===== src/rtl/led_pattern_ctrl.sv =====
// Per-LED blink sequencer: latches a colour/timing command and runs ON/OFF phases
// of tick-based length for a programmable repeat count, then pulses done.
//
// state  | meaning
// -------+-----------------------------------------------------------
// IDLE   | outputs 0, prescaler/counters cleared, waiting for a command
// ON     | latched colour driven; steady when off_time == 0
// OFF    | outputs 0; end of phase closes one ON+OFF cycle
module led_pattern_ctrl #(
    parameter int TICK_CLKS = 3145728,
    parameter int TICK_W    = 22
) (
    input  logic       clk,
    input  logic       rst_n,
    input  logic       cmd_valid,
    output logic       cmd_ready,
    input  logic [7:0] cmd_red,
    input  logic [7:0] cmd_green,
    input  logic [7:0] cmd_blue,
    input  logic [7:0] cmd_dc,
    input  logic [7:0] cmd_on_time,
    input  logic [7:0] cmd_off_time,
    input  logic [7:0] cmd_repeat,
    input  logic       stop,
    output logic [7:0] red_value,
    output logic [7:0] green_value,
    output logic [7:0] blue_value,
    output logic [7:0] dc_value,
    output logic       busy,
    output logic       done
);

    typedef enum logic [1:0] {
        S_IDLE = 2'd0,
        S_ON   = 2'd1,
        S_OFF  = 2'd2
    } state_t;

    localparam logic [TICK_W-1:0] TICK_LAST = TICK_W'(TICK_CLKS - 1);

    state_t state, state_nxt;

    logic [7:0] red_q, green_q, blue_q, dc_q;
    logic [7:0] on_time_q, off_time_q, repeat_q;

    logic [TICK_W-1:0] presc, presc_nxt;
    logic [7:0]        phase_cnt, phase_nxt;
    logic [7:0]        cycle_cnt, cycle_nxt;
    logic              steady, steady_nxt;
    logic              done_q, done_nxt;

    logic       accept;
    logic       running;
    logic       tick;
    logic [7:0] phase_len;
    logic [7:0] phase_inc;
    logic [7:0] cycle_inc;
    logic       phase_end;

    // stop masks the handshake so an aborting cycle can never accept
    assign cmd_ready = ~stop;
    assign accept    = cmd_valid & ~stop;

    // once steady, the prescaler and phase counter are frozen at 0
    assign running   = (state != S_IDLE) && !steady;
    assign tick      = running && (presc == TICK_LAST);
    assign phase_len = (state == S_OFF) ? off_time_q : on_time_q;
    assign phase_inc = phase_cnt + 8'd1;
    assign cycle_inc = cycle_cnt + 8'd1;
    assign phase_end = tick && (phase_inc == phase_len);

    // command field capture
    always_ff @(posedge clk or negedge rst_n) begin
        if (!rst_n) begin
            red_q      <= 8'd0;
            green_q    <= 8'd0;
            blue_q     <= 8'd0;
            dc_q       <= 8'd0;
            on_time_q  <= 8'd0;
            off_time_q <= 8'd0;
            repeat_q   <= 8'd0;
        end else if (accept) begin
            red_q      <= cmd_red;
            green_q    <= cmd_green;
            blue_q     <= cmd_blue;
            dc_q       <= cmd_dc;
            on_time_q  <= cmd_on_time;
            off_time_q <= cmd_off_time;
            repeat_q   <= cmd_repeat;
        end
    end

    // state and counter registers
    always_ff @(posedge clk or negedge rst_n) begin
        if (!rst_n) begin
            state     <= S_IDLE;
            presc     <= '0;
            phase_cnt <= 8'd0;
            cycle_cnt <= 8'd0;
            steady    <= 1'b0;
            done_q    <= 1'b0;
        end else begin
            state     <= state_nxt;
            presc     <= presc_nxt;
            phase_cnt <= phase_nxt;
            cycle_cnt <= cycle_nxt;
            steady    <= steady_nxt;
            done_q    <= done_nxt;
        end
    end

    // next-state and counter update
    always_comb begin
        state_nxt  = state;
        presc_nxt  = presc;
        phase_nxt  = phase_cnt;
        cycle_nxt  = cycle_cnt;
        steady_nxt = steady;
        done_nxt   = 1'b0;

        if (stop) begin
            state_nxt  = S_IDLE;
            presc_nxt  = '0;
            phase_nxt  = 8'd0;
            cycle_nxt  = 8'd0;
            steady_nxt = 1'b0;
        end else if (accept) begin
            presc_nxt  = '0;
            phase_nxt  = 8'd0;
            cycle_nxt  = 8'd0;
            steady_nxt = 1'b0;
            if (cmd_on_time == 8'd0) begin
                state_nxt = S_IDLE;
                done_nxt  = 1'b1;
            end else begin
                state_nxt = S_ON;
            end
        end else begin
            if (running) begin
                presc_nxt = tick ? '0 : presc + TICK_W'(1);
                if (tick) begin
                    phase_nxt = phase_inc;
                end
            end

            unique case (state)
                S_IDLE: begin
                    state_nxt = S_IDLE;
                end
                S_ON: begin
                    if (phase_end) begin
                        phase_nxt = 8'd0;
                        if (off_time_q == 8'd0) begin
                            steady_nxt = 1'b1;
                        end else begin
                            state_nxt = S_OFF;
                        end
                    end
                end
                S_OFF: begin
                    if (phase_end) begin
                        phase_nxt = 8'd0;
                        cycle_nxt = cycle_inc;
                        if ((repeat_q != 8'd0) && (cycle_inc == repeat_q)) begin
                            state_nxt = S_IDLE;
                            presc_nxt = '0;
                            cycle_nxt = 8'd0;
                            done_nxt  = 1'b1;
                        end else begin
                            state_nxt = S_ON;
                        end
                    end
                end
                default: begin
                    state_nxt = S_IDLE;
                end
            endcase
        end
    end

    // outputs decode from registered state, so they change on the accepting edge
    always_comb begin
        red_value   = 8'd0;
        green_value = 8'd0;
        blue_value  = 8'd0;
        dc_value    = 8'd0;
        if (state == S_ON) begin
            red_value   = red_q;
            green_value = green_q;
            blue_value  = blue_q;
            dc_value    = dc_q;
        end
        busy = (state != S_IDLE);
        done = done_q;
    end

endmodule


===== config.mk =====
export PLATFORM = sky130hd
export DESIGN_NAME = led_pattern_ctrl
export DESIGN_NICKNAME = d
export VERILOG_FILES = /design/src/rtl/led_pattern_ctrl.sv
export SDC_FILE = /design/constraint.sdc
export NUM_CORES = 1
export LEC_CHECK = 0
export CAP_MARGIN = 0
export CORE_MARGIN = 2
export CORE_UTILIZATION = 55
export DETAILED_ROUTE_END_ITERATION = 12
export PLACE_DENSITY_LB_ADDON = 0.25
export SKIP_LAST_GASP = 1
export SLEW_MARGIN = 15
export SYNTH_ARGS = -nofsm -noshare
export SYNTH_HDL_FRONTEND = slang
export SYNTH_SLANG_ARGS = --single-unit
export TNS_END_PERCENT = 100

===== constraint.sdc =====
create_clock -name clk -period 6.6 [get_ports clk]
set_input_delay 0.66 -clock clk [delete_from_list [all_inputs] [get_ports clk]]
set_output_delay 0.66 -clock clk [all_outputs]
set_load 0.05 [all_outputs]

# Word level (Yosys, flattened, before mapping)
# Index checks and enable logic that the tools add are counted.
dict set report op_classes {
  add_sub_neg 3
  n_eq_ne 8
  muxes 42
  bitwise_logic 2
  reduce_logical 17
}
# op n
set op_table {}
lappend op_table {{two-way mux 22 bit} 7}
lappend op_table {{two-way mux 8 bit} 16}
lappend op_table {{adder 22 x 1 -> 22 bit (second input constant)} 1}
lappend op_table {{== test 22 bit (second input constant)} 1}
lappend op_table {{adder 8 x 1 -> 8 bit (second input constant)} 2}
lappend op_table {{== test 8 bit} 2}
lappend op_table {{logical NOT 8 bit} 2}
lappend op_table {{two-way mux 1 bit} 13}
lappend op_table {{!= test 4 bit (second input constant)} 3}
lappend op_table {{nonzero test 3 bit} 4}
lappend op_table {{two-way mux 2 bit} 5}
lappend op_table {{nonzero test 8 bit} 1}
lappend op_table {{AND reduction 3 bit} 2}
lappend op_table {{logical AND 1 bit} 4}
lappend op_table {{one-hot mux 2 bit (2 select lines)} 1}
lappend op_table {{== test 2 x 1 -> 1 bit (second input constant)} 1}
lappend op_table {{== test 2 bit (second input constant)} 1}
lappend op_table {{AND reduction 2 bit} 1}
lappend op_table {{nonzero test 2 bit} 1}
lappend op_table {{OR reduction 2 bit} 1}
lappend op_table {{AND 1 bit} 1}
lappend op_table {{logical NOT 1 bit} 1}
lappend op_table {{inverter 1 bit} 1}
dict set report totals {
  regBits 98
  out_inout_bits 35
  word_cells 85
}

# Logic depth before layout (Yosys ltp)
# Gate-level depths: netlist of run 1.
dict set report depth {
  word_depth 10
  depth_mapped 12
}

# Worst setup path after synthesis of run 1
# OpenSTA, ideal clock, no wires.
dict set report synth_path {
  kind {reg-to-reg}
  from {reg state[0]}
  to {reg cycle_cnt[0]}
  setup_ns 0.075
  arrival_ns 2.849
  t_required_ns 6.525
  path_slack_ns 3.676
  stages_incl_launch_ff 12
  path_buffers 3
  cell_sequence {dfrtp_1 > inv_1 > ha_1 > or4b_1 > buf_2 > or3_4 > buf_6 > a2111oi_4 > nand4_1 > buf_2 > or3_1 > a21oi_2}
}
dict set report synth_between {
  elab_chain_len 6
  word_cells_on_any_way 10
}
# item line
set synth_lines {}
lappend synth_lines {{start: declaration} 41} ;# state_t state, state_nxt;
lappend synth_lines {{start signal: assignment} 103} ;# state <= state_nxt;
lappend synth_lines {{== test 2 bit / nonzero test 2 bit (equally long branches)} {67, 146, 65}}
lappend synth_lines {{two-way mux 8 bit / logical AND 1 bit (equally long branches)} {67, 65}}
lappend synth_lines {{== test 8 bit / logical AND 1 bit (equally long branches)} {70, 66}}
lappend synth_lines {{logical AND 1 bit} 70} ;# assign phase_end = tick && (phase_inc == phase_len);
lappend synth_lines {{nonzero test 3 bit (no line)} n/a}
lappend synth_lines {{AND reduction 2 bit (no line) *} n/a}
lappend synth_lines {{end signal: assignment} 106} ;# cycle_cnt <= cycle_nxt;
lappend synth_lines {{end: declaration} 48} ;# logic [7:0] cycle_cnt, cycle_nxt;
# Every way passes the cells marked *; elsewhere a longest branch is shown, timed or not.
# A chain may end at the register's enable or synchronous reset.

# Final worst setup path of run 1
dict set report layout_path {
  from {reg state[0]}
  to {reg cycle_cnt[3]}
}
# The elaborated chain is that of the path after synthesis.

==> results of run 1 <==
[through the flow]
stage	instance area [sq um]	std cells
global route	6241	663
finish	6241	663
detailed placement	6018	647
floorplan	5020	467
global placement	6018	647
CTS	6241	663
[routing by layer]
layer / track usage (%) / share of wire, %
met4: 7.165 / 1.8
met3: 3.654 / 3.4
met1: 32.11 / 45
met2: 38.20 / 50
met5: 0 / 0
[flip-flops by register name (all words and copies together) (netlist names)]
| signal | flops |
|---|---|
| blue_q | 8 |
| repeat_q | 8 |
| green_q | 8 |
| red_q | 8 |
| steady | 1 |
| phase_cnt | 8 |
| off_time_q | 8 |
| cycle_cnt | 8 |
| state | 2 |
| on_time_q | 8 |
| presc | 22 |
| dc_q | 8 |
| done | 1 |
[power by group]
part	leakage [nW]	switching (mW)	total (mW)	internal, mW
clock network	0.111	0.219	0.436	0.217
logic	1.12	0.125	0.248	0.122
registers	1.24	0.0322	0.683	0.651
total	2.48	0.377	1.37	0.991
[critical path, stage by stage (launching register included)]
cell       delay, ns
dfrtp_1         0.39
inv_1           0.07
ha_1            0.24
or4b_1          0.65
or3_4           0.50
a2111oi_4       0.31
nand4_1         0.43
or4_1           0.65
a21oi_1         0.15
[cells in the mapped netlist (7+ instances only)]
cell type,count,area [sq um]
dfrtp_1,98,2452
clkbuf_1,17,63.81
a21oi_1,15,75.07
mux2_2,57,641.9
xor2_1,25,219.0
inv_1,10,37.54
o21ai_0,15,75.07
and3_1,7,43.79
nor2_1,43,161.4
xnor2_1,23,201.4
mux2i_1,9,90.09
nand2_1,19,71.32
nand4_1,14,87.58
and2_1,32,200.2
nand3_1,18,90.09
[cells in the final DEF, fill, tap and decap left out, types with 2 or more instances in the layout]
cell type | synthesis | final
xor2_1 | 25 | 25
nor2_1 | 43 | 42
nand4b_1 | 4 | 4
nand4_1 | 14 | 14
bufinv_16 | 0 | 2
mux2_2 | 57 | 57
nor4_1 | 5 | 5
or3_1 | 5 | 5
and2_1 | 32 | 32
mux2i_1 | 9 | 9
and4_1 | 3 | 3
inv_1 | 10 | 10
and3_1 | 7 | 7
inv_6 | 0 | 3
nand3_1 | 18 | 18
dfrtp_1 | 98 | 98
buf_4 | 0 | 4
a31oi_1 | 5 | 5
ha_1 | 6 | 6
a21oi_1 | 15 | 15
xnor2_1 | 23 | 23
or4_1 | 6 | 6
nand2_1 | 19 | 19
nor3_1 | 6 | 6
o21ai_0 | 15 | 15
clkbuf_8 | 0 | 9
clkdlybuf4s50_1 | 0 | 93
[final cells by class]
type	count	area, sq um
sequential	98	2452
inverter	10	37.54
tap	108	135.1
fill	659	2565
timing repair buffer	97	960.9
clock buffer	9	123.9
clock inverter	7	98.84
multi-input combinational	334	2432
[logic make-up (layout without fill, tap and decap cells)]
logic type	Yosys count	in the layout	synth area share, %
AND/OR/NAND/NOR	169	169	18.22
flip-flops	98	98	48.85
multiplexers	66	66	14.58
XOR/XNOR	48	48	8.375
AO/OA/AOI/OAI	45	45	5.633
buffers and inverters	35	123	2.841
adder cells (fa/ha/maj)	6	6	1.495
[path summary, 6_finish.rpt]
check                            from      endpoint  cells past startpoint
setup / recovery             state[0]  cycle_cnt[3]                      8
hold / removal                  rst_n     blue_q[3]                      1
setup reg to reg             state[0]  cycle_cnt[3]                      8
hold reg to reg            green_q[4]    green_q[4]                      1
max in group asynchronous       rst_n       dc_q[5]                      2
min in group clk           green_q[4]    green_q[4]                      1
==> reports/results.txt, run 1 <==
Outcome - completed
Vias in the first global route - 3809
Antenna cells - 0
RSZ-0062 raised after global routing - no
Starting Density - 57.00%
Initial antenna violation count - 0
Clk sinks - 98
CP Launch Type - flip-flop
Synth Register Bits - 98
Number of synthesized flops with an enable pin - 0
GP Congestion - 0.8705
IO buf count - 94
Critical path data required time - 6.88 ns
Worst slew margin - 31.15%
Final Hold Fails - 0
Fin crit share - 52.54%
Final hold slack - 0.2974 ns
Htree depth - 3
Clk slew on worst S/H paths - 0.10 ns
DR pass1 iterations - 4
Fin Setup TNS - 0 ns
Syn nets - 533
Max Cap Violations - 0
Peak supply drop - 0.1140 mV
Post-DRT Antenna Nets - 0
Asr flop ratio synth - 100.0%
Row count - 34
Warnings from Yosys - 0
Post-Synthesis Cell Area - 0.005020 sq mm
Die height - 99.54 microns
DR vias/cell - 5.646
Worst-skew pair later-pin latency - 0.36 ns
Reg2reg setup slack - 3.13 ns
Max frequency - 288.4 MHz
Layout Nets - 616
Core area - 0.008806 sq mm
Register area share after synthesis - 48.85%
Final max-slew violation count - 0
DR iter-0 viols - 204
Tot GR Track Use - 23.28%
CTS resizes - 0
DR vias - 3743
Share of layout cells above drive strength 1 - 14.95%
Critical path class - flip-flop to flip-flop
Final core utilization - 70.87%
Wirelength per Cell - 16.58 microns
Min Tclk post-route - 3.468 ns
Worst-Margin Slew - 1.033 ns
Max FO, Critical Path - 12
Worst Path Arrival - 3.75 ns
First-pass GRT wire length - 18530 microns
Setup crit end kind - flip-flop
Avg Cell Area, Syn - 10.75 sq um
Clock Root Buffer - clkbuf_8
Largest net degree at the start of global routing - 58
Dpl ws - 3.207 ns
CTS Buffer Depth - 2
DP HPWL - 7897 microns
Ports - 95
PwrDens - 219.1 mW/mm^2
Leakage - 2.476 nW
Min-Delay Path Class - input port to asynchronous set/reset pin
DRC errors left - 0
CTS tree - built
Post-CTS Hold Fix Bufs - 0
Final setup vio count - 0
Power Total - 1.367 mW
GR Overflow Total - 0
Die Wd - 99.54 microns
Final setup margin - 3.132 ns
Area delta synth->final - 24.33%
Ys flop type - dfrtp_1
Post-CTS setup buffers - 0
Routed WL - 11000 microns
Skew final - 0.01483 ns
Die area - 0.009907 sq mm
Count of cell types in the netlist - 43
Synthesized instance count - 467
TritonCTS Buffers - 9
(Power assumes the default switching activity.)
==> run 2, diff against run 1 <==
CORE_UTILIZATION = 52   (was 55)
clock period = 3.3 ns   (was 6.6 ns; I/O delays follow)
==> run 2 against run 1 <==
The run now ends with hold timing left. Count of clock-buffer cells in the layout unchanged. Utilization down 3.0 points. Maximum frequency up 13%. Die area up 5.5%. Largest power group unchanged. Register-to-register slack worse by 2.9 ns. Critical endpoint is now cycle_cnt[6]. Final cell count up 4.4%.
==> reports/results.txt, run 2 (synthesized netlist as in run 1, its figures left out) <==
Final max-slew violation count - 0 (unchanged)
Die height - 102.3 microns (+2.7%)
Critical path class - flip-flop to flip-flop
Outcome - complete, but fails checks
Htree depth - 3 (unchanged)
Critical path data required time - 3.58 ns (-3.30 ns)
CTS tree - built
Min Tclk post-route - 3.067 ns (-0.4010 ns)
Max reg flops - 22 (unchanged)
IO buf count - 94 (unchanged)
Final Hold Fails - 17 (+17)
P_sw - 0.7641 mW (+100%)
Wirelength per Cell - 15.95 microns (-3.8%)
Die area - 0.01046 sq mm (+5.5%)
Power Total - 2.603 mW (+90%)
Combinational share of power - 19.3% (+1.2 points)
Violated checks - hold timing
Bufs and invs on worst path - 2 (+1)
Tot GR Track Use - 22.82% (-0.46 points)
Fin Setup TNS - 0 ns (unchanged)
PwrDens - 413.4 mW/mm^2 (+89%)
Final core utilization - 67.83% (-3.0 points)
Crit-path slowest cell - or4b_1
Reg2reg setup slack - 0.23 ns (-2.90 ns)
CTS Buffer Depth - 2 (unchanged)
Worst-skew pair later-pin latency - 0.37 ns (about the same)
Area delta synth->final - 25.45%
Setup crit end kind - flip-flop
Worst Path Arrival - 3.34 ns (-0.41 ns)
Register Area - 0.002452 sq mm (unchanged)
Clock Root Buffer - clkbuf_8
# fillers - 742 (+13%)
Reg with most FFs - presc
Die Wd - 102.3 microns (+2.7%)
Clk slew on worst S/H paths - 0.09 ns (about the same)
CP peak stage delay - 0.59 ns (-0.06 ns)
Area after DPL - 0.006097 sq mm (+1.3%)
Skew final - 0.01570 ns (+0.0008708 ns)
Crit path max-delay family - simple AND/OR/NAND/NOR gates
Peak supply drop - 0.3081 mV (+170%)
Switch share - 29.35% (+1.8 points)
Worst slew margin - 39.38% (+8.2 points)
Layout Nets - 625 (+1.5%)
Leakage - 2.501 nW (+1.0%)
DP HPWL - 8128 microns (+2.9%)
DR vias/cell - 5.452 (-3.4%)
Dpl ws - 0.1871 ns (-3.020 ns)
DR iter-0 viols - 165 (-19%)
Post-CTS Hold Fix Bufs - 0 (unchanged)
RSZ-0062 raised after global routing - no
Fin area - 0.006297 sq mm (+0.90%)
Final setup vio count - 0 (unchanged)
Worst path cell trace - inv_1 -> ha_1 -> or4b_1 -> or3_4 -> a2111oi_4 -> nand4_1 -> buf_4 -> or4_4 -> a21oi_1
Core area - 0.009284 sq mm (+5.4%)
CP Launch Type - flip-flop
Placed cells - 675 (+4.3%)
Ports - 95 (unchanged)
Vias in the first global route - 3977 (+4.4%)
Clk sinks - 98 (unchanged)
Commonest non-fill, non-tap cell in the layout - dfrtp_1
Multi-input gate area - 0.002439 sq mm (+0.26%)
Largest net degree at the start of global routing - 52 (-10%)
Share of layout cells above drive strength 1 - 16.52% (+1.6 points)
Fin crit share - 92.94% (+40 points)
Min-Delay Path Class - input port to asynchronous set/reset pin
Clock Power Share - 28.3% (-3.6 points)
Post-DRT Antenna Nets - 0 (unchanged)
Non-filler instance count after layout - 692 (+4.4%)
Initial antenna violation count - 0 (unchanged)
Max Cap Violations - 0 (unchanged)
Worst-Margin Slew - 0.9092 ns (-0.1235 ns)
First-pass GRT wire length - 18960 microns (+2.3%)
GP Congestion - 0.8264 (-5.1%)
Final hold slack - -0.01665 ns (-0.3141 ns)
Commonest cells after routing, fill and taps aside - dfrtp_1, clkdlybuf4s50_1, mux2_2
Final setup margin - 0.2331 ns (-2.899 ns)
Max frequency - 326.1 MHz (+13%)
Antenna cells - 0 (unchanged)
DR pass1 iterations - 4 (unchanged)
Flop pwr share - 52.4% (+2.4 points)
Routed WL - 11040 microns (+0.37%)
DR vias - 3773 (+0.80%)
Starting Density - 54.07% (-2.9 points)
Max FO, Critical Path - 8 (-4)
DRC errors left - 0 (unchanged)
TritonCTS Buffers - 9 (unchanged)
Row count - 35 (+2.9%)
GR Overflow Total - 0 (unchanged)
Pint - 1.839 mW (+86%)
[run 2: power by group through the flow]
stage | clock network, mW | registers [mW] | logic [mW]
floorplan | 0 | 1.37 | 0.316
global placement | 0 | 1.38 | 0.491
detailed placement | 0 | 1.39 | 0.506
CTS | 0.758 | 1.37 | 0.508
global route | 0.810 | 1.38 | 0.542
finish | 0.737 | 1.36 | 0.501
[run 2: final cells by class]
type | instances | area share [%]
flip-flops and latches | 98 | 38.94
multi-input cells | 334 | 38.72
repair buffers | 106 | 16.33
well taps | 129 | 2.563
clock buffers | 9 | 1.967
clock inverters | 6 | 0.8742
inverters | 10 | 0.5961
[run 2: repair_timing]
item / in CTS / in global routing
gates resized for setup: 0 / 2
buffers inserted: 0 / 2
setup endpoints to repair: 0 / 2
[run 2: final timing paths]
kind                                 from           end  depth (start not counted)
worst max-delay path             state[0]  cycle_cnt[6]                          9
worst min-delay path                rst_n  cycle_cnt[4]                          1
worst max register to register   state[0]  cycle_cnt[6]                          9
worst min register to register  blue_q[6]     blue_q[6]                          1
max in group asynchronous           rst_n  cycle_cnt[1]                          2
min in group clk                blue_q[6]     blue_q[6]                          1
[run 2: per-layer routing]
metal	wire length, microns	up-vias	global-route usage [%]
met3	963	8	9.918
li1	-	1811	-
met1	4674	1848	28.55
met5	0	-	0
met4	95	0	5.744
met2	5302	106	36.64
